File: src/rtl/gc_flush_sequencer_pkg.sv
// Shared types for the gc-class flush sequencer: op codes, FSM states, flush causes.
// GC_DEBUG_HALT_EN adds the HALTED state used by the debug-halt feature.
package gc_flush_sequencer_pkg;

    localparam int unsigned CAUSE_W = 5;
    localparam int unsigned XLEN    = 32;

    typedef enum logic [1:0] {
        OP_IFENCE = 2'd0,
        OP_MRET   = 2'd1,
        OP_SRET   = 2'd2,
        OP_SFENCE = 2'd3
    } gc_op_t;

    typedef enum logic [3:0] {
        ST_RESET      = 4'd0,
        ST_INIT_CLEAR = 4'd1,
        ST_IDLE       = 4'd2,
        ST_DRAIN      = 4'd3,
        ST_INVALIDATE = 4'd4,
        ST_TLB_CLEAR  = 4'd5,
        ST_FLUSH      = 4'd6,
        ST_DISCARD    = 4'd7
`ifdef GC_DEBUG_HALT_EN
        , ST_HALTED   = 4'd8
`endif
    } gc_state_t;

    // Reason the sequencer is entering FLUSH; selects the override PC and pulses.
    typedef enum logic [2:0] {
        FK_NONE  = 3'd0,
        FK_TRAP  = 3'd1,
        FK_IRQ   = 3'd2,
        FK_MRET  = 3'd3,
        FK_SRET  = 3'd4,
        FK_FENCE = 3'd5
    } gc_flush_kind_t;

endpackage

File: src/rtl/gc_flush_sequencer_exception_select.sv
// Priority picker: lowest-index exception source whose ID matches the oldest instruction.
module gc_exception_select #(
    parameter int unsigned NUM_SRC = 4,
    parameter int unsigned ID_W    = 3
) (
    input  logic [NUM_SRC-1:0]      i_exc_valid,
    input  logic [NUM_SRC*ID_W-1:0] i_exc_id,
    input  logic [ID_W-1:0]         i_oldest_id,
    output logic                    o_hit,
    output logic [NUM_SRC-1:0]      o_onehot
);

    always_comb begin
        o_hit    = 1'b0;
        o_onehot = '0;
        for (int i = int'(NUM_SRC) - 1; i >= 0; i--) begin
            if (i_exc_valid[i] && (i_exc_id[i*ID_W +: ID_W] == i_oldest_id)) begin
                o_hit    = 1'b1;
                o_onehot = NUM_SRC'(1) << i;
            end
        end
    end

endmodule

File: src/rtl/gc_flush_sequencer.sv
// Sequences pipeline drain/flush for fences, returns, traps and interrupts.
// Optional debug halt (halt_req/halted, HALTED state) when GC_DEBUG_HALT_EN is defined.
module gc_flush_sequencer
    import gc_flush_sequencer_pkg::*;
#(
    parameter int unsigned NUM_SRC    = 4,
    parameter int unsigned ID_W       = 3,
    parameter int unsigned INIT_DEPTH = 64,
    parameter int unsigned TLB_DEPTH  = 32
) (
    input  logic                       clk,
    input  logic                       rst,
    input  logic                       req_valid,
    input  logic [1:0]                 req_op,
    input  logic [XLEN-1:0]            req_pc_p4,
    input  logic [NUM_SRC-1:0]         exc_valid,
    input  logic [NUM_SRC*ID_W-1:0]    exc_id,
    input  logic [NUM_SRC*CAUSE_W-1:0] exc_code,
    input  logic [NUM_SRC*XLEN-1:0]    exc_tval,
    output logic [NUM_SRC-1:0]         exc_ack,
    input  logic [ID_W-1:0]            oldest_id,
    input  logic [ID_W:0]              post_issue_count,
    input  logic                       sq_empty,
    input  logic                       stores_pending,
    input  logic                       irq_pending,
    input  logic [XLEN-1:0]            epc,
    input  logic [XLEN-1:0]            trap_vector,
    output logic                       inv_req,
    input  logic                       inv_ack,
`ifdef GC_DEBUG_HALT_EN
    input  logic                       halt_req,
    output logic                       halted,
`endif
    output logic                       fetch_hold,
    output logic                       issue_hold,
    output logic                       retire_hold,
    output logic                       wb_suppress,
    output logic                       init_clear,
    output logic                       tlb_flush,
    output logic                       sq_flush,
    output logic                       pc_override,
    output logic [XLEN-1:0]            pc,
    output logic                       trap_taken,
    output logic                       irq_taken,
    output logic                       mret,
    output logic                       sret,
    output logic [CAUSE_W-1:0]         trap_code,
    output logic [XLEN-1:0]            trap_tval
);

    localparam int unsigned CNT_W = $clog2(INIT_DEPTH) + 1;

    gc_state_t          r_state;
    gc_state_t          w_next;
    gc_flush_kind_t     w_kind;
    logic               r_op_vld;
    gc_op_t             r_op;
    logic [XLEN-1:0]    r_pc_p4;
    logic [CNT_W-1:0]   r_cnt;
    logic               w_exc_hit;
    logic [NUM_SRC-1:0] w_exc_onehot;
    logic [CAUSE_W-1:0] w_sel_code;
    logic [XLEN-1:0]    w_sel_tval;
    logic [XLEN-1:0]    w_pc_nxt;
    logic               w_quiet;
    logic               w_fetch_hold;
    logic               w_pc_load;

    logic               r_fetch_hold, r_issue_hold, r_retire_hold, r_wb_suppress;
    logic               r_init_clear, r_tlb_flush, r_sq_flush, r_pc_override, r_inv_req;
    logic [XLEN-1:0]    r_pc;
    logic [CAUSE_W-1:0] r_trap_code;
    logic [XLEN-1:0]    r_trap_tval;
`ifdef GC_DEBUG_HALT_EN
    logic               r_halted;
`endif

    gc_exception_select #(
        .NUM_SRC (NUM_SRC),
        .ID_W    (ID_W)
    ) u_exc_sel (
        .i_exc_valid (exc_valid),
        .i_exc_id    (exc_id),
        .i_oldest_id (oldest_id),
        .o_hit       (w_exc_hit),
        .o_onehot    (w_exc_onehot)
    );

    // Payload of the selected exception source.
    always_comb begin
        w_sel_code = '0;
        w_sel_tval = '0;
        for (int i = 0; i < int'(NUM_SRC); i++) begin
            if (w_exc_onehot[i]) begin
                w_sel_code = exc_code[i*CAUSE_W +: CAUSE_W];
                w_sel_tval = exc_tval[i*XLEN +: XLEN];
            end
        end
    end

    assign w_quiet = (post_issue_count == '0) && sq_empty;

    always_comb begin
        w_next = r_state;
        w_kind = FK_NONE;
        case (r_state)
            ST_RESET:      w_next = ST_INIT_CLEAR;
            ST_INIT_CLEAR: if (r_cnt == CNT_W'(INIT_DEPTH - 1)) w_next = ST_IDLE;
            ST_IDLE: begin
                if (w_exc_hit) begin
                    w_next = ST_FLUSH;
                    w_kind = FK_TRAP;
                end else if (req_valid || irq_pending || (|exc_valid)) begin
                    w_next = ST_DRAIN;
                end
            end
            ST_DRAIN: begin
                if (w_exc_hit) begin
                    w_next = ST_FLUSH;
                    w_kind = FK_TRAP;
                end else if (irq_pending) begin
                    w_next = ST_FLUSH;
                    w_kind = FK_IRQ;
                end else if (w_quiet && r_op_vld) begin
                    case (r_op)
                        OP_IFENCE: w_next = ST_INVALIDATE;
                        OP_SFENCE: w_next = ST_TLB_CLEAR;
                        OP_MRET: begin
                            w_next = ST_FLUSH;
                            w_kind = FK_MRET;
                        end
                        default: begin
                            w_next = ST_FLUSH;
                            w_kind = FK_SRET;
                        end
                    endcase
`ifdef GC_DEBUG_HALT_EN
                end else if (w_quiet && halt_req) begin
                    w_next = ST_HALTED;
`endif
                end
            end
            ST_INVALIDATE: begin
                if (inv_ack) begin
                    w_next = ST_FLUSH;
                    w_kind = FK_FENCE;
                end
            end
            ST_TLB_CLEAR: begin
                if (r_cnt == CNT_W'(TLB_DEPTH - 1)) begin
                    w_next = ST_FLUSH;
                    w_kind = FK_FENCE;
                end
            end
            ST_FLUSH:   w_next = ST_DISCARD;
            ST_DISCARD: if ((post_issue_count == '0) && !stores_pending) w_next = ST_IDLE;
`ifdef GC_DEBUG_HALT_EN
            ST_HALTED:  if (!halt_req) w_next = ST_IDLE;
`endif
            default:    w_next = ST_RESET;
        endcase
        if (!rst) begin
            w_next = ST_RESET;
            w_kind = FK_NONE;
        end
    end

    always_comb begin
        w_pc_nxt = trap_vector;
        case (w_kind)
            FK_MRET, FK_SRET: w_pc_nxt = epc;
            FK_FENCE:         w_pc_nxt = r_pc_p4;
            default:          w_pc_nxt = trap_vector;
        endcase
    end

    assign w_pc_load = (w_next == ST_FLUSH) || ((r_state == ST_RESET) && (w_next == ST_INIT_CLEAR));

    always_comb begin
        w_fetch_hold = w_next inside {ST_INIT_CLEAR, ST_DRAIN, ST_INVALIDATE, ST_TLB_CLEAR, ST_FLUSH};
`ifdef GC_DEBUG_HALT_EN
        if (w_next == ST_HALTED) w_fetch_hold = 1'b1;
`endif
    end

    always_ff @(posedge clk) begin
        if (!rst) begin
            r_state       <= ST_RESET;
            r_op_vld      <= 1'b0;
            r_op          <= OP_IFENCE;
            r_pc_p4       <= '0;
            r_cnt         <= '0;
            r_fetch_hold  <= 1'b1;
            r_issue_hold  <= 1'b1;
            r_retire_hold <= 1'b0;
            r_wb_suppress <= 1'b0;
            r_init_clear  <= 1'b0;
            r_tlb_flush   <= 1'b0;
            r_sq_flush    <= 1'b0;
            r_pc_override <= 1'b0;
            r_inv_req     <= 1'b0;
            r_pc          <= '0;
            r_trap_code   <= '0;
            r_trap_tval   <= '0;
`ifdef GC_DEBUG_HALT_EN
            r_halted      <= 1'b0;
`endif
        end else begin
            r_state <= w_next;
            // Entering FLUSH consumes (or drops, if preempted) the latched request.
            if (w_next == ST_FLUSH) begin
                r_op_vld <= 1'b0;
            end else if (req_valid && (r_state inside {ST_IDLE, ST_DRAIN})) begin
                r_op_vld <= 1'b1;
                r_op     <= gc_op_t'(req_op);
                r_pc_p4  <= req_pc_p4;
            end
            if (w_next == ST_IDLE) begin
                r_cnt <= '0;
            end else if ((r_state inside {ST_INIT_CLEAR, ST_TLB_CLEAR}) && (r_cnt != {CNT_W{1'b1}})) begin
                r_cnt <= r_cnt + CNT_W'(1);
            end
            r_fetch_hold  <= w_fetch_hold;
            r_issue_hold  <= (w_next != ST_IDLE);
            r_retire_hold <= (w_next == ST_FLUSH);
            r_wb_suppress <= w_next inside {ST_INIT_CLEAR, ST_DISCARD};
            r_init_clear  <= (w_next == ST_INIT_CLEAR);
            r_tlb_flush   <= w_next inside {ST_INIT_CLEAR, ST_TLB_CLEAR};
            r_sq_flush    <= (r_state == ST_DISCARD) && (w_next == ST_IDLE);
            r_inv_req     <= (w_next == ST_INVALIDATE);
            r_pc_override <= w_pc_load;
            if (w_pc_load) r_pc <= w_pc_nxt;
            if (w_kind == FK_TRAP) begin
                r_trap_code <= w_sel_code;
                r_trap_tval <= w_sel_tval;
            end
`ifdef GC_DEBUG_HALT_EN
            r_halted      <= (w_next == ST_HALTED);
`endif
        end
    end

    assign exc_ack     = (w_kind == FK_TRAP) ? w_exc_onehot : '0;
    assign trap_taken  = (w_kind == FK_TRAP);
    assign irq_taken   = (w_kind == FK_IRQ);
    assign mret        = (w_kind == FK_MRET);
    assign sret        = (w_kind == FK_SRET);
    assign fetch_hold  = r_fetch_hold;
    assign issue_hold  = r_issue_hold;
    assign retire_hold = r_retire_hold;
    assign wb_suppress = r_wb_suppress;
    assign init_clear  = r_init_clear;
    assign tlb_flush   = r_tlb_flush;
    assign sq_flush    = r_sq_flush;
    assign pc_override = r_pc_override;
    assign inv_req     = r_inv_req;
    assign pc          = r_pc;
    assign trap_code   = r_trap_code;
    assign trap_tval   = r_trap_tval;
`ifdef GC_DEBUG_HALT_EN
    assign halted      = r_halted;
`endif

endmodule

File: config.mk
export PLATFORM = sky130hd
export DESIGN_NAME = gc_flush_sequencer
export DESIGN_NICKNAME = d
export VERILOG_FILES = /design/src/rtl/gc_flush_sequencer_pkg.sv /design/src/rtl/gc_flush_sequencer_exception_select.sv /design/src/rtl/gc_flush_sequencer.sv
export SDC_FILE = /design/constraint.sdc
export NUM_CORES = 1
export LEC_CHECK = 0
export ABC_AREA = 1
export CAP_MARGIN = 30
export CORE_MARGIN = 2
export CORE_UTILIZATION = 35
export CTS_BUF_LIST = sky130_fd_sc_hd__clkbuf_4 sky130_fd_sc_hd__clkbuf_8
export DETAILED_ROUTE_END_ITERATION = 10
export PLACE_DENSITY = 0.8
export SYNTH_ARGS = -nofsm -noshare
export SYNTH_HDL_FRONTEND = slang
export SYNTH_SLANG_ARGS = --single-unit
File: constraint.sdc
create_clock -name clk -period 2.4 [get_ports clk]
set_input_delay 0.24 -clock clk [delete_from_list [all_inputs] [get_ports clk]]
set_output_delay 0.24 -clock clk [all_outputs]
set_load 0.005 [all_outputs]
==> impl_metrics.json <==
{
  "slowest_delay_ns": 0.36,
  "fmax_mhz": 380,
  "critPathCaptureType": "primary output",
  "syn-num-nets": 1403,
  "vias_per_cell": 4.92,
  "fin_worst_skew_ns": 0.0194,
  "ys_ff_latch": 124,
  "slew_headroom_pct": 42.5,
  "dpl.hpwl_um": 20600,
  "path_cells": "ha_4 > nand2_4 > inv_2 > nand2_2 > nor2_1 > nand2_1 > and2_4 > a21oi_4 > nand2_2 > nor2_4 > clkinvlp_4 > buf_6 > nor3_4 > buf_2",
  "cts_tree": "done",
  "grt_max_degree": 70,
  "cts_root_buffer": "clkbuf_8",
  "cts_buffers": 17,
  "layout-drive-gt1-share_pct": 14.0,
  "synth_edf_count": 0,
  "yosys_warnings": 0,
  "grt_pass1_vias": 8617,
  "nNetsFinal": 1802,
  "total_power_mw": 5.23,
  "cp.required_ns": 2.16,
  "fin_crit_sh_pct": 110,
  "failed_checks": "setup timing",
  "finalCriticalPeriod_ns": 2.63,
  "io_pins": 362,
  "worst_path_max_delay_cell": "dfxtp_2",
  "insertion_delay_ns": 0.44,
  "rsz0062_at_grt": "true",
  "initial_core_util_pct": 35.4,
  "tightest_slew_ns": 0.862,
  "min_path_type": "in2reg",
  "crit_arrival_ns": 2.39,
  "worstRegToRegCells": 16,
  "synth_flop_cell": "dfxtp_1",
  "syn_area_per_cell_um2": 6.34,
  "cpMostUsedCell": "nand2_2",
  "slew_viol_final": 0,
  "layout-area-overhead-vs-synth_pct": 70.9,
  "critPathLaunchType": "register",
  "irDropWorstVdd_v": 0.000294,
  "cp_max_fo": 4,
  "coreArea_mm2": 0.0201,
  "utilization_pct": 60.5,
  "synth_area_leader_cell": "dfxtp_1",
  "final_area_mm2": 0.0122,
  "syn_inst": 1123,
  "syn_area_mm2": 0.00712,
  "dpl-instance-area_mm2": 0.0113,
  "clk_pin_slew_ns": 0.08,
  "cts_hold_buffers": 0,
  "clockBufferDepth": 2,
  "wl_um": 28100,
  "ant_nets": 0,
  "grt_pass1_wl_um": 43900,
  "drc": 0,
  "hold_slack_ns": 0.377,
  "path_class": "reg2out",
  "powerDensity_mw_per_mm2": 430,
  "grt_usage_pct": 25.5,
  "firstDrtPassIters": 5,
  "vias": 8897,
  "ys_seq_area_share_pct": 34.9,
  "htreeDepth": 4,
  "synthArstFlopShare_pct": 0,
  "portBuffers": 361,
  "row_count": 52,
  "grt-ovfl-total": 0,
  "finalSetupViolations": 77,
  "antenna_found_initial": 4,
  "die_x_um": 147,
  "gp_congestion": 0.946,
  "synth_area_leaders": "dfxtp_1 35%, nand2_1 12%, nor2_1 9.1%, nand3_1 8.4%, inv_1 7.3%",
  "cellLeakagePower_nw": 4.95,
  "cts.sinks": 124,
  "yosysTopAreaCellShare_pct": 34.9,
  "die_y_um": 147,
  "holdPathStages": 3,
  "setup_ws_ns": -0.230,
  "wire_per_inst_um": 15.5,
  "hold_viol_final": 0,
  "outcome": "complete, but fails checks",
  "synth.distinct_cells": 37,
  "drt_iter0_drc": 425,
  "max_cap_violations": 0,
  "design.die.area_mm2": 0.0215
}
-- timing repair --
item | in CTS | in global routing
cloned | 0 | 2
hold endpoints to repair | 0 | 0
endpoints found under the setup margin | 17 | 118
setup buffers | 16 | 7
pin swaps | 11 | 14
resized for setup | 73 | 32
-- state kept, by name (all words and copies together), names as in the netlist --
name	cells
fetch_hold	1
init_clear	1
inv_req	1
issue_hold	1
pc	32
pc_override	1
r_cnt	7
r_op	2
r_op_vld	1
r_pc_p4	32
r_state	4
retire_hold	1
sq_flush	1
tlb_flush	1
trap_code	5
trap_tval	32
wb_suppress	1
-- Yosys cell counts, types with 8 or more instances --
cell,instances
a21oi_1,66
a21oi_2,9
buf_2,17
buf_6,8
clkbuf_1,39
dfxtp_1,124
inv_1,138
nand2_1,232
nand2_2,9
nand3_1,119
nand4_1,39
nor2_1,173
o211ai_1,31
o21ai_0,57
o21ai_1,12
o21ai_2,10
-- placed cells by master, fill, tap and decap left out, types with 3 or more instances in the layout --
cell             synthesis  layout
clkbuf_8                 0      18
inv_1                  138     133
dfxtp_2                  0       8
o21ai_2                 10      10
buf_4                    1      73
dlygate4sd2_1            0       3
nor2_1                 173     161
a21oi_2                  9       9
nand4_1                 39      39
o21ai_0                 57      55
nand2_1                232     223
inv_6                    0       4
buf_12                   0       8
bufinv_16                0       4
nor2_2                   3       8
nor3_1                   4       3
nand2_2                  9      16
clkdlybuf4s50_1          0     351
a21oi_1                 66      66
o21ai_1                 12      14
buf_2                   17       5
o211ai_1                31      31
inv_2                    6      10
nand2_4                  1       3
dfxtp_1                124     115
diode_2                  0       4
buf_6                    8       5
nand3_1                119     116
buf_8                    1       4
nor2_4                   1       8
clkinvlp_4               0       4
-- cell type report --
| cell class | instances | area [µm²] |
|---|---|---|
| sequential | 124 | 2500 |
| clock inverter | 14 | 206 |
| timing repair buffer | 452 | 4440 |
| tap | 270 | 338 |
| clock buffer | 18 | 248 |
| inverter | 145 | 548 |
| antenna | 4 | 10.0 |
| fill | 1821 | 7940 |
| multi-input combinational | 782 | 3870 |
-- report_power, final --
group          switching, mW  total [mW]  internal, mW
combinational          0.359       0.957         0.598
clock                  0.973        2.16          1.18
sequential            0.0207        2.12          2.09
total                   1.35        5.23          3.88
-- metrics by stage --
| stage | std cells | worst slack [ns] | TNS [ns] |
|---|---|---|---|
| 2_1_floorplan | 1123 | 0.270 | 0 |
| 3_3_place_gp | 1753 | -0.578 | -30.50 |
| 3_5_place_dp | 1753 | -0.595 | -35.15 |
| 4_1_cts | 1801 | -0.291 | -1.41 |
| 5_1_grt | 1809 | -0.379 | -21.87 |
| 6_report | 1809 | -0.230 | -7.85 |
-- logic make-up after synthesis --
| logic type | synth area share, % |
|---|---|
| AO/OA/AOI/OAI | 15.6 |
| XOR/XNOR | 0.369 |
| adder cells (fa/ha/maj) | 0.703 |
| buffers and inverters | 12.8 |
| flip-flops | 34.9 |
| other | 0.0527 |
| AND/OR/NAND/NOR | 35.7 |
-- routing by layer --
layer  global-route usage (%)  vias to the layer above  wire (µm)
li1                         -                     4420          -
met1                     29.1                     4018      11000
met4                     12.3                        0       1160
met3                     6.56                       63       2000
met2                     44.3                      396      14000
met5                        0                        -          0
-- worst paths after layout --
check	start	endpoint	slack, ns
max	r_cnt[1]	exc_ack[1]	-0.23
max reg2reg	r_cnt[1]	pc[2]	-0.15
min reg2reg	r_pc_p4[4]	r_pc_p4[4]	0.46
min	req_pc_p4[17]	r_pc_p4[17]	0.38
-- critical path, delay by kind of cell, from the launching register on --
family / cells / cell delay [ns]
adder cells (fa/ha/maj): 1 / 0.15
AND/OR/NAND/NOR: 8 / 0.73
flip-flops: 1 / 0.36
buffers and inverters: 4 / 0.53
AO/OA/AOI/OAI: 1 / 0.17
Power figures use the tool's default switching activity.
